File: config.mk
export PLATFORM = sky130hd
export DESIGN_NAME = apb_req_arbiter
export DESIGN_NICKNAME = d
export VERILOG_FILES = /design/src/rtl/apb_req_arbiter.sv
export SDC_FILE = /design/constraint.sdc
export NUM_CORES = 1
export LEC_CHECK = 0
export ABC_AREA = 1
export CORE_AREA = 3 3 142 144
export CTS_CLUSTER_SIZE = 14
export DETAILED_ROUTE_END_ITERATION = 10
export DIE_AREA = 0 0 145 147
export PLACE_DENSITY = 0.7
export SYNTH_ARGS = -nofsm -noshare
export SYNTH_HDL_FRONTEND = slang
export SYNTH_SLANG_ARGS = --single-unit
File: constraint.sdc
create_clock -name PCLK -period 2.1 [get_ports PCLK]
set_input_delay 0.63 -clock PCLK [delete_from_list [all_inputs] [get_ports PCLK]]
set_output_delay 0.63 -clock PCLK [all_outputs]
set_load 0.02 [all_outputs]
File: src/rtl/apb_req_arbiter.sv
`default_nettype none
// ============================================================================
// apb_req_arbiter : two-requester round-robin APB master with slave decode,
//                   SETUP/ACCESS sequencing and a wait-state timeout
// Rev 1.0
// ============================================================================
module apb_req_arbiter #(
  parameter int unsigned ADDR_W  = 32,
  parameter int unsigned DATA_W  = 32,
  parameter int unsigned SEL_LSB = 12,
  parameter int unsigned TIMEOUT = 16
) (
  input  logic                PCLK,
  input  logic                PRESETn,
  input  logic [1:0]          req_valid,
  input  logic [1:0]          req_write,
  input  logic [2*ADDR_W-1:0] req_addr,
  input  logic [2*DATA_W-1:0] req_wdata,
  output logic [1:0]          req_done,
  output logic                req_err,
  output logic [DATA_W-1:0]   req_rdata,
  output logic [ADDR_W-1:0]   PADDR,
  output logic [DATA_W-1:0]   PWDATA,
  output logic                PWRITE,
  output logic [3:0]          PSEL,
  output logic                PENABLE,
  input  logic [DATA_W-1:0]   SPI_PRDATA,
  input  logic [DATA_W-1:0]   GPIO_PRDATA,
  input  logic [DATA_W-1:0]   ICPIT_PRDATA,
  input  logic [DATA_W-1:0]   UART_PRDATA,
  input  logic                SPI_PREADY,
  input  logic                GPIO_PREADY,
  input  logic                ICPIT_PREADY,
  input  logic                UART_PREADY
);

  localparam int               CNT_W     = $clog2(TIMEOUT + 1);
  localparam logic [CNT_W-1:0] c_TIMEOUT = CNT_W'(TIMEOUT);

  localparam logic [1:0] c_IDLE   = 2'd0;
  localparam logic [1:0] c_SETUP  = 2'd1;
  localparam logic [1:0] c_ACCESS = 2'd2;
  localparam logic [1:0] c_DONE   = 2'd3;

  logic [1:0]        r_state;
  logic              r_gnt;
  logic              r_last_gnt;
  logic [1:0]        r_sel;
  logic [CNT_W-1:0]  r_cnt;
  logic [ADDR_W-1:0] r_paddr;
  logic [DATA_W-1:0] r_pwdata;
  logic              r_pwrite;
  logic [3:0]        r_psel;
  logic              r_penable;
  logic [1:0]        r_done;
  logic              r_err;
  logic [DATA_W-1:0] r_rdata;

  logic              w_gnt;
  logic [ADDR_W-1:0] w_addr;
  logic [DATA_W-1:0] w_wdata;
  logic              w_write;
  logic [2:0]        w_field;
  logic [3:0]        w_psel_dec;
  logic              w_pready;
  logic [DATA_W-1:0] w_prdata;
  logic [CNT_W-1:0]  w_cnt_next;

  always_comb begin
    // On a tie the requester that did not win last time is granted
    w_gnt      = (req_valid == 2'b11) ? ~r_last_gnt : req_valid[1];
    w_addr     = w_gnt ? req_addr[2*ADDR_W-1:ADDR_W]  : req_addr[ADDR_W-1:0];
    w_wdata    = w_gnt ? req_wdata[2*DATA_W-1:DATA_W] : req_wdata[DATA_W-1:0];
    w_write    = w_gnt ? req_write[1] : req_write[0];
    w_field    = w_addr[SEL_LSB+2:SEL_LSB];
    w_psel_dec = 4'b0001 << w_field[1:0];
    w_cnt_next = r_cnt + CNT_W'(1);
    w_pready   = SPI_PREADY;
    w_prdata   = SPI_PRDATA;
    case (r_sel)
      2'd1: begin w_pready = GPIO_PREADY;  w_prdata = GPIO_PRDATA;  end
      2'd2: begin w_pready = ICPIT_PREADY; w_prdata = ICPIT_PRDATA; end
      2'd3: begin w_pready = UART_PREADY;  w_prdata = UART_PRDATA;  end
      default: begin w_pready = SPI_PREADY; w_prdata = SPI_PRDATA; end
    endcase
  end

  always_ff @(posedge PCLK or negedge PRESETn) begin
    if (!PRESETn) begin
      r_state    <= c_IDLE;
      r_gnt      <= 1'b0;
      r_last_gnt <= 1'b1;
      r_sel      <= 2'd0;
      r_cnt      <= '0;
      r_paddr    <= '0;
      r_pwdata   <= '0;
      r_pwrite   <= 1'b0;
      r_psel     <= 4'b0000;
      r_penable  <= 1'b0;
      r_done     <= 2'b00;
      r_err      <= 1'b0;
      r_rdata    <= '0;
    end else begin
      r_done <= 2'b00;
      case (r_state)
        c_IDLE: begin
          if (|req_valid) begin
            r_gnt    <= w_gnt;
            r_paddr  <= w_addr;
            r_pwdata <= w_wdata;
            r_pwrite <= w_write;
            r_sel    <= w_field[1:0];
            if (!w_field[2]) begin
              r_psel  <= w_psel_dec;
              r_state <= c_SETUP;
            end else begin
              // Unmapped window: answer with an error, never touch the bus
              r_done  <= w_gnt ? 2'b10 : 2'b01;
              r_err   <= 1'b1;
              r_rdata <= '0;
              r_state <= c_DONE;
            end
          end
        end
        c_SETUP: begin
          r_penable <= 1'b1;
          r_state   <= c_ACCESS;
        end
        c_ACCESS: begin
          r_cnt <= w_cnt_next;
          if (w_pready) begin
            r_done    <= r_gnt ? 2'b10 : 2'b01;
            r_err     <= 1'b0;
            r_rdata   <= r_pwrite ? '0 : w_prdata;
            r_psel    <= 4'b0000;
            r_penable <= 1'b0;
            r_state   <= c_DONE;
          end else if (w_cnt_next == c_TIMEOUT) begin
            r_done    <= r_gnt ? 2'b10 : 2'b01;
            r_err     <= 1'b1;
            r_rdata   <= '0;
            r_psel    <= 4'b0000;
            r_penable <= 1'b0;
            r_state   <= c_DONE;
          end
        end
        c_DONE: begin
          r_last_gnt <= r_gnt;
          r_cnt      <= '0;
          r_err      <= 1'b0;
          r_rdata    <= '0;
          r_state    <= c_IDLE;
        end
        default: r_state <= c_IDLE;
      endcase
    end
  end

  assign req_done  = r_done;
  assign req_err   = r_err;
  assign req_rdata = r_rdata;
  assign PADDR     = r_paddr;
  assign PWDATA    = r_pwdata;
  assign PWRITE    = r_pwrite;
  assign PSEL      = r_psel;
  assign PENABLE   = r_penable;

endmodule
`default_nettype wire

Yosys cells after proc, flatten, opt, wreduce, memory -nomap -nowiden
Cells that the tools add are included.
{"block": "totals", "in_bits": 266, "word_cells": 77, "register_bits": 116}
{"block": "op_classes", "eq_ne": 12, "n_bitwise": 1, "reduce_logical": 11, "mux": 38, "n_addsub": 1, "shift": 1}
{"operator": "$mux 32", "n": 7}
{"operator": "$pmux 32 s3", "n": 2}
{"operator": "$mux 2", "n": 10}
{"operator": "$mux 4", "n": 4}
{"operator": "$eq 2x2->1 const B", "n": 5}
{"operator": "$pmux 5 s2", "n": 1}
{"operator": "$mux 1", "n": 8}
{"operator": "$pmux 2 s4", "n": 1}
{"operator": "$pmux 4 s2", "n": 1}
{"operator": "$reduce_and 4->1", "n": 2}
{"operator": "$ne 2x2->1 const B", "n": 3}
{"operator": "$pmux 1 s3", "n": 2}
{"operator": "$reduce_and 2->1", "n": 3}
{"operator": "$reduce_bool 2->1", "n": 3}
{"operator": "$add 5x1->5 const B", "n": 1}
{"operator": "$eq 5x5->1 const B", "n": 1}
{"operator": "$eq 2x1->1 const B", "n": 2}
{"operator": "$pmux 2 s2", "n": 1}
{"operator": "$shl 1x2->4 const A", "n": 1}
{"operator": "$ne 3x3->1 const B", "n": 1}
{"operator": "$reduce_bool 3->1", "n": 1}
{"operator": "$logic_not 2->1", "n": 1}
{"operator": "$pmux 1 s2", "n": 1}
{"operator": "$reduce_or 2->1", "n": 1}
{"operator": "$not 1->1", "n": 1}

Longest topological paths before layout
{"block": "logic_depth", "depth_word": 7, "ltp_mapped": 11, "ltp_nobuf": 10}

Least setup slack after synthesis
Ideal clock, no wire load.
{"block": "synth_path", "path_kind": "in2reg", "start": "input port req_valid[0]", "end": "register r_rdata[10] (netlist: req_rdata[10])", "stages": 9, "t_arrival_ps": 1600, "setup_time_ps": 119, "path_buffers": 1, "required_time_ps": 1981, "path_slack_ps": 381, "cell_sequence": "nand2_1 > nand2_1 > nand2_1 > o21ai_1 > o21ai_2 > nand3_2 > buf_2 > nand2_1 > nand2_1"}
{"block": "synth_between", "elab_chain_cells": 5, "word_cells_on_any_way": 7, "cone_classes": "eq/ne (3); mux (2); reduce/logical (2)"}
{"item": "start, declared", "line": "15", "text": "input logic [1:0] req_valid,"}
{"item": "$eq 2x2->1", "line": "71", "text": "w_gnt = (req_valid == 2'b11) ? ~r_last_gnt : req_valid[1];"}
{"item": "$mux 1", "line": "71"}
{"item": "$mux 32", "line": "72", "text": "w_addr = w_gnt ? req_addr[2*ADDR_W-1:ADDR_W] : req_addr[ADDR_W-1:0];"}
{"item": "$ne 2x2->1 (no line)"}
{"item": "$reduce_and 4->1 (no line) *"}
{"item": "end signal, assigned", "line": "134", "text": "r_rdata <= r_pwrite ? '0 : w_prdata;"}
{"item": "end, declared", "line": "57", "text": "logic [DATA_W-1:0] r_rdata;"}
Every way passes the cells marked *; elsewhere a longest branch is shown, timed or not.
A chain may end at the register's enable or synchronous reset.

Worst setup path after layout
{"block": "layout_path", "start": "register r_rdata[14] (netlist: req_rdata[14])", "end": "output port req_rdata[14]"}
{"item": "end, declared", "line": "21", "text": "output logic [DATA_W-1:0] req_rdata,"}
No word-level cell between the ends.

==> metrics.sh <==
START_KIND='flip-flop'
FIN_CRIT_NS=2.067
FINAL_SETUP_SKEW_NS=0.009448
POST-DP-HPWL_UM=18970
CRITICAL_PATH_REQUIRED_NS=1.47
LAYOUT_WORST_PATH_CYCLE_SHARE_PCT=98.43
FIRST_GLOBAL_VIAS=7095
HOLD-WORST-SLACK_NS=0.03713
IO_PINS=371
TIMING.RR.END='PADDR[3]$_DFFE_PN0P_'
START_UTIL_PCT=32.09
CHIPHEIGHT_UM=147
NUMBER_OF_ENABLE_TYPE_REGISTER_CELLS_IN_THE_SYNTHESIZED_NETLIST=0
NUMBER_OF_DISTINCT_LIBRARY_CELL_VARIANTS_IN_THE_GATE_LEVEL_NETLIST_AFTER_SYNTHESIS=23
OUTCOME='finished clean'
SYNTH-WARNING-COUNT=0
CORE_AREA_UM2=18830
SETUP_VIOL_COUNT_FINAL=0
PLACED_CELL_AREA_UM2=10250
POST-ROUTE-DRC-COUNT=0
CPPEAKSTAGEDELAY_NS=0.63
SLEW_VIOLATIONS=0
HOLD_VIOLATIONS=0
TIMING.CRITICAL_PATH.DEPTH=1
WORST_SETUP_HOLD_PATH_CLK_SLEW_NS=0.05
DETAIL_ROUTE.WL_PER_CELL_UM=17.14
CRITICAL-PATH-SLOWEST-CELL='sky130_fd_sc_hd__clkdlybuf4s50_1'
CTS.SINKS=114
SYNTH.TOP_CELL.AREA_SHARE_PCT=46.80
TIMING.CRITICAL_PATH.FANOUT_MAX=2
AREA.SEQUENTIAL_UM2=2854
NUM-NETS-FINAL=1472
SYN-CELL-AREA_UM2=6042
CLOCK_LATENCY_NS=0.41
SYN-MEAN-INSTANCE-AREA_UM2=7.219
POST_DRT_VIA_CELL_RATIO=4.773
REG2REG_DEPTH=7
WIRE_LENGTH_OF_THE_FIRST_GLOBAL_ROUTING_PASS_UM=39220
YS_SEQ_ELEMENTS=114
SYNTHMOSTINSTANTIATEDCELL='sky130_fd_sc_hd__nand2_1'
FLOORPLAN.DIE_AREA_UM2=21320
SYNTH_NETS=1108
SYNTH_LARGEST_AREA_CELL='sky130_fd_sc_hd__dfrtp_1'
HOLD_PATH_CLASS='input pin to async pin'
CLOCK_TREE.ROOT_CELL='sky130_fd_sc_hd__clkbuf_16'
GRT.TOTAL_USAGE_PCT=23.14
FINAL_CORE_UTILIZATION_PCT=57.42
DRT-TOTAL-WL_UM=25310
INITIAL_ANTENNA_VIOLATION_COUNT=3
DETAIL-ROUTE-ANTENNA-NETS=0
LEAKAGE_uW=0.004840
SYNTHTOPCELLSBYAREA='sky130_fd_sc_hd__dfrtp_1 (47%), sky130_fd_sc_hd__nand2_1 (17%), sky130_fd_sc_hd__o21ai_0 (11%), sky130_fd_sc_hd__nor2_1 (6.7%), sky130_fd_sc_hd__nand4_1 (4.1%)'
CTS.HOLD.BUFFERS_ADDED=0
SYNTHTOLAYOUTAREAGROWTH_PCT=78.96
CTSHTREEMAXLEVEL=4
ACHIEVABLE-FREQUENCY_MHz=483.8
R2R-START='r_state[0]$_DFFE_PN0P_'
SYNTH-MAIN-FF-CELL='sky130_fd_sc_hd__dfrtp_1'
SEQ_AREA_FRAC_SYNTH_PCT=47.24
GRT_START_MAX_NET_PINS=63
SETUP-TNS-FINAL_NS=0
GRT_OVERFLOW_TOTAL=0
P_TOTAL_uW=14500
ASYNCSETRESETFLOPFRACSYNTH_PCT=100.0
NUMBER_OF_BUFFERS_CREATED_BY_CTS=17
VDD_IR_DROP_MAX_mV=0.6215
CRITICAL_PATH.STARTPOINT='req_rdata[14]$_DFFE_PN0P_'
WORST_SETUP_PATH_END_KIND='output pin'
POWER-PER-CELL-AREA_nW_PER_UM2=1341
CTS.REPAIR_TIMING.SETUP_BUFFER_COUNT=0
VIA_COUNT=7050
CHIPWIDTH_UM=145
CRITICAL-PATH-TOP-DELAY-FAMILY='buffers and inverters'
TIMING.SLEW.HEADROOM_PCT=75.49
IO_BUFFER_COUNT=370
DESIGN_AREA_FINAL_UM2=10810
TRITONCTS='done'
WORSTMARGINPINSLEW_NS=0.3676
GP_CONGESTION=0.8501
CP.BUFFERS_INVERTERS=1
TYPE_OF_THE_SETUP_PATH_WITH_THE_LEAST_SLACK='flip-flop to output pin'
SYNTHCELLS=837
REG2REG_SLACK_NS=0.28
FINAL_LAYOUT_SIZE_SUFFIX_GT1_SHARE_PCT=6.178
CRIT_CHAIN='clkdlybuf4s50_1'
NUM-FILL-CELLS=1704
MULTI_INPUT_AREA_UM2=2875
CP.ARRIVAL_NS=1.44
DRTPASS1ITERATIONS=5
MAX-CLOCK-PATH-BUFFERS=2
MAX_CAP_VIOL_COUNT=0
SYNTH_TOP_CELLS_BY_COUNT='sky130_fd_sc_hd__nand2_1 (267), sky130_fd_sc_hd__o21ai_0 (136), sky130_fd_sc_hd__dfrtp_1 (113), sky130_fd_sc_hd__nor2_1 (108), sky130_fd_sc_hd__nand3_1 (43)'
ROWS=50
DRT-INITIAL-DRC-COUNT=291
## registers in the layout, summed over array words and instances (netlist names), 2 cells and up
register / count
PWDATA: 32
req_rdata: 32
PADDR: 31
r_cnt: 5
PSEL: 4
r_state: 2
req_done: 2
## how the worst max path moves through the flow
stage | end | slack, ns
2_1_floorplan | req_rdata[10]$_DFFE_PN0P_ | 0.38
3_3_place_gp | PSEL[2]$_DFFE_PN0P_ | -0.07
3_5_place_dp | PSEL[3]$_DFFE_PN0P_ | -0.11
4_1_cts | req_rdata[0] | 0.006
5_1_grt | PADDR[3] | -0.007
6_report | req_rdata[14] | 0.03
## power breakdown
part / total (uW) / internal, uW / switching (uW)
Clock: 2620 / 1570 / 1060
Sequential: 3780 / 3170 / 610
Combinational: 8090 / 3430 / 4660
Total: 14500 / 8160 / 6330
## per-stage QoR
stage	instances	setup WS, ns
after floorplan	837	0.3809
after global placement	1442	-0.06545
after detailed placement	1442	-0.1112
after CTS	1474	0.006175
after global routing	1477	-0.007186
final	1477	0.03295
## layout make-up
type | instances | area share, %
Timing Repair Buffer | 403 | 38.15
Clock buffer | 20 | 4.224
Sequential cell | 114 | 26.39
Antenna cell | 3 | 0.06943
Tap cell | 260 | 3.009
Inverter | 22 | 0.7637
Multi-Input combinational cell | 643 | 26.59
Clock inverter | 12 | 0.7984
## per-layer routing
metal  track usage, %  routed length (um)  up-vias
met3            10.06                2374       29
met4            7.221                 577        0
met5                0                   0        -
met2            39.62               12320      281
met1            26.25               10040     3244
li1                 -                   -     3496
## repair_timing
item,4_1_cts,5_1_grt
gates resized for setup,5,8
endpoints found under the hold margin,0,0
pin swaps,0,0
setup endpoints to repair,5,8
## kinds of logic after synthesis
| group | after synthesis | share of synthesized area [%] |
|---|---|---|
| flops | 114 | 47.24 |
| compound gates | 177 | 14.87 |
| buf+inv | 80 | 5.425 |
| simple gates | 461 | 31.44 |
| fa+ha+maj | 5 | 1.035 |
## layout by cell type (no fill, tap or decap), drive strengths merged, types with 6 or more instances in the layout
| cell | n |
|---|---|
| clkinvlp | 6 |
| buf | 34 |
| nor2 | 109 |
| nand4 | 40 |
| nand2 | 267 |
| clkinv | 7 |
| nand3 | 45 |
| o21ai | 138 |
| clkdlybuf4s50 | 356 |
| a21oi | 35 |
| clkbuf | 20 |
| inv | 21 |
| dlymetal6s2s | 8 |
| dfrtp | 113 |
Power figures use the tool's default switching activity.
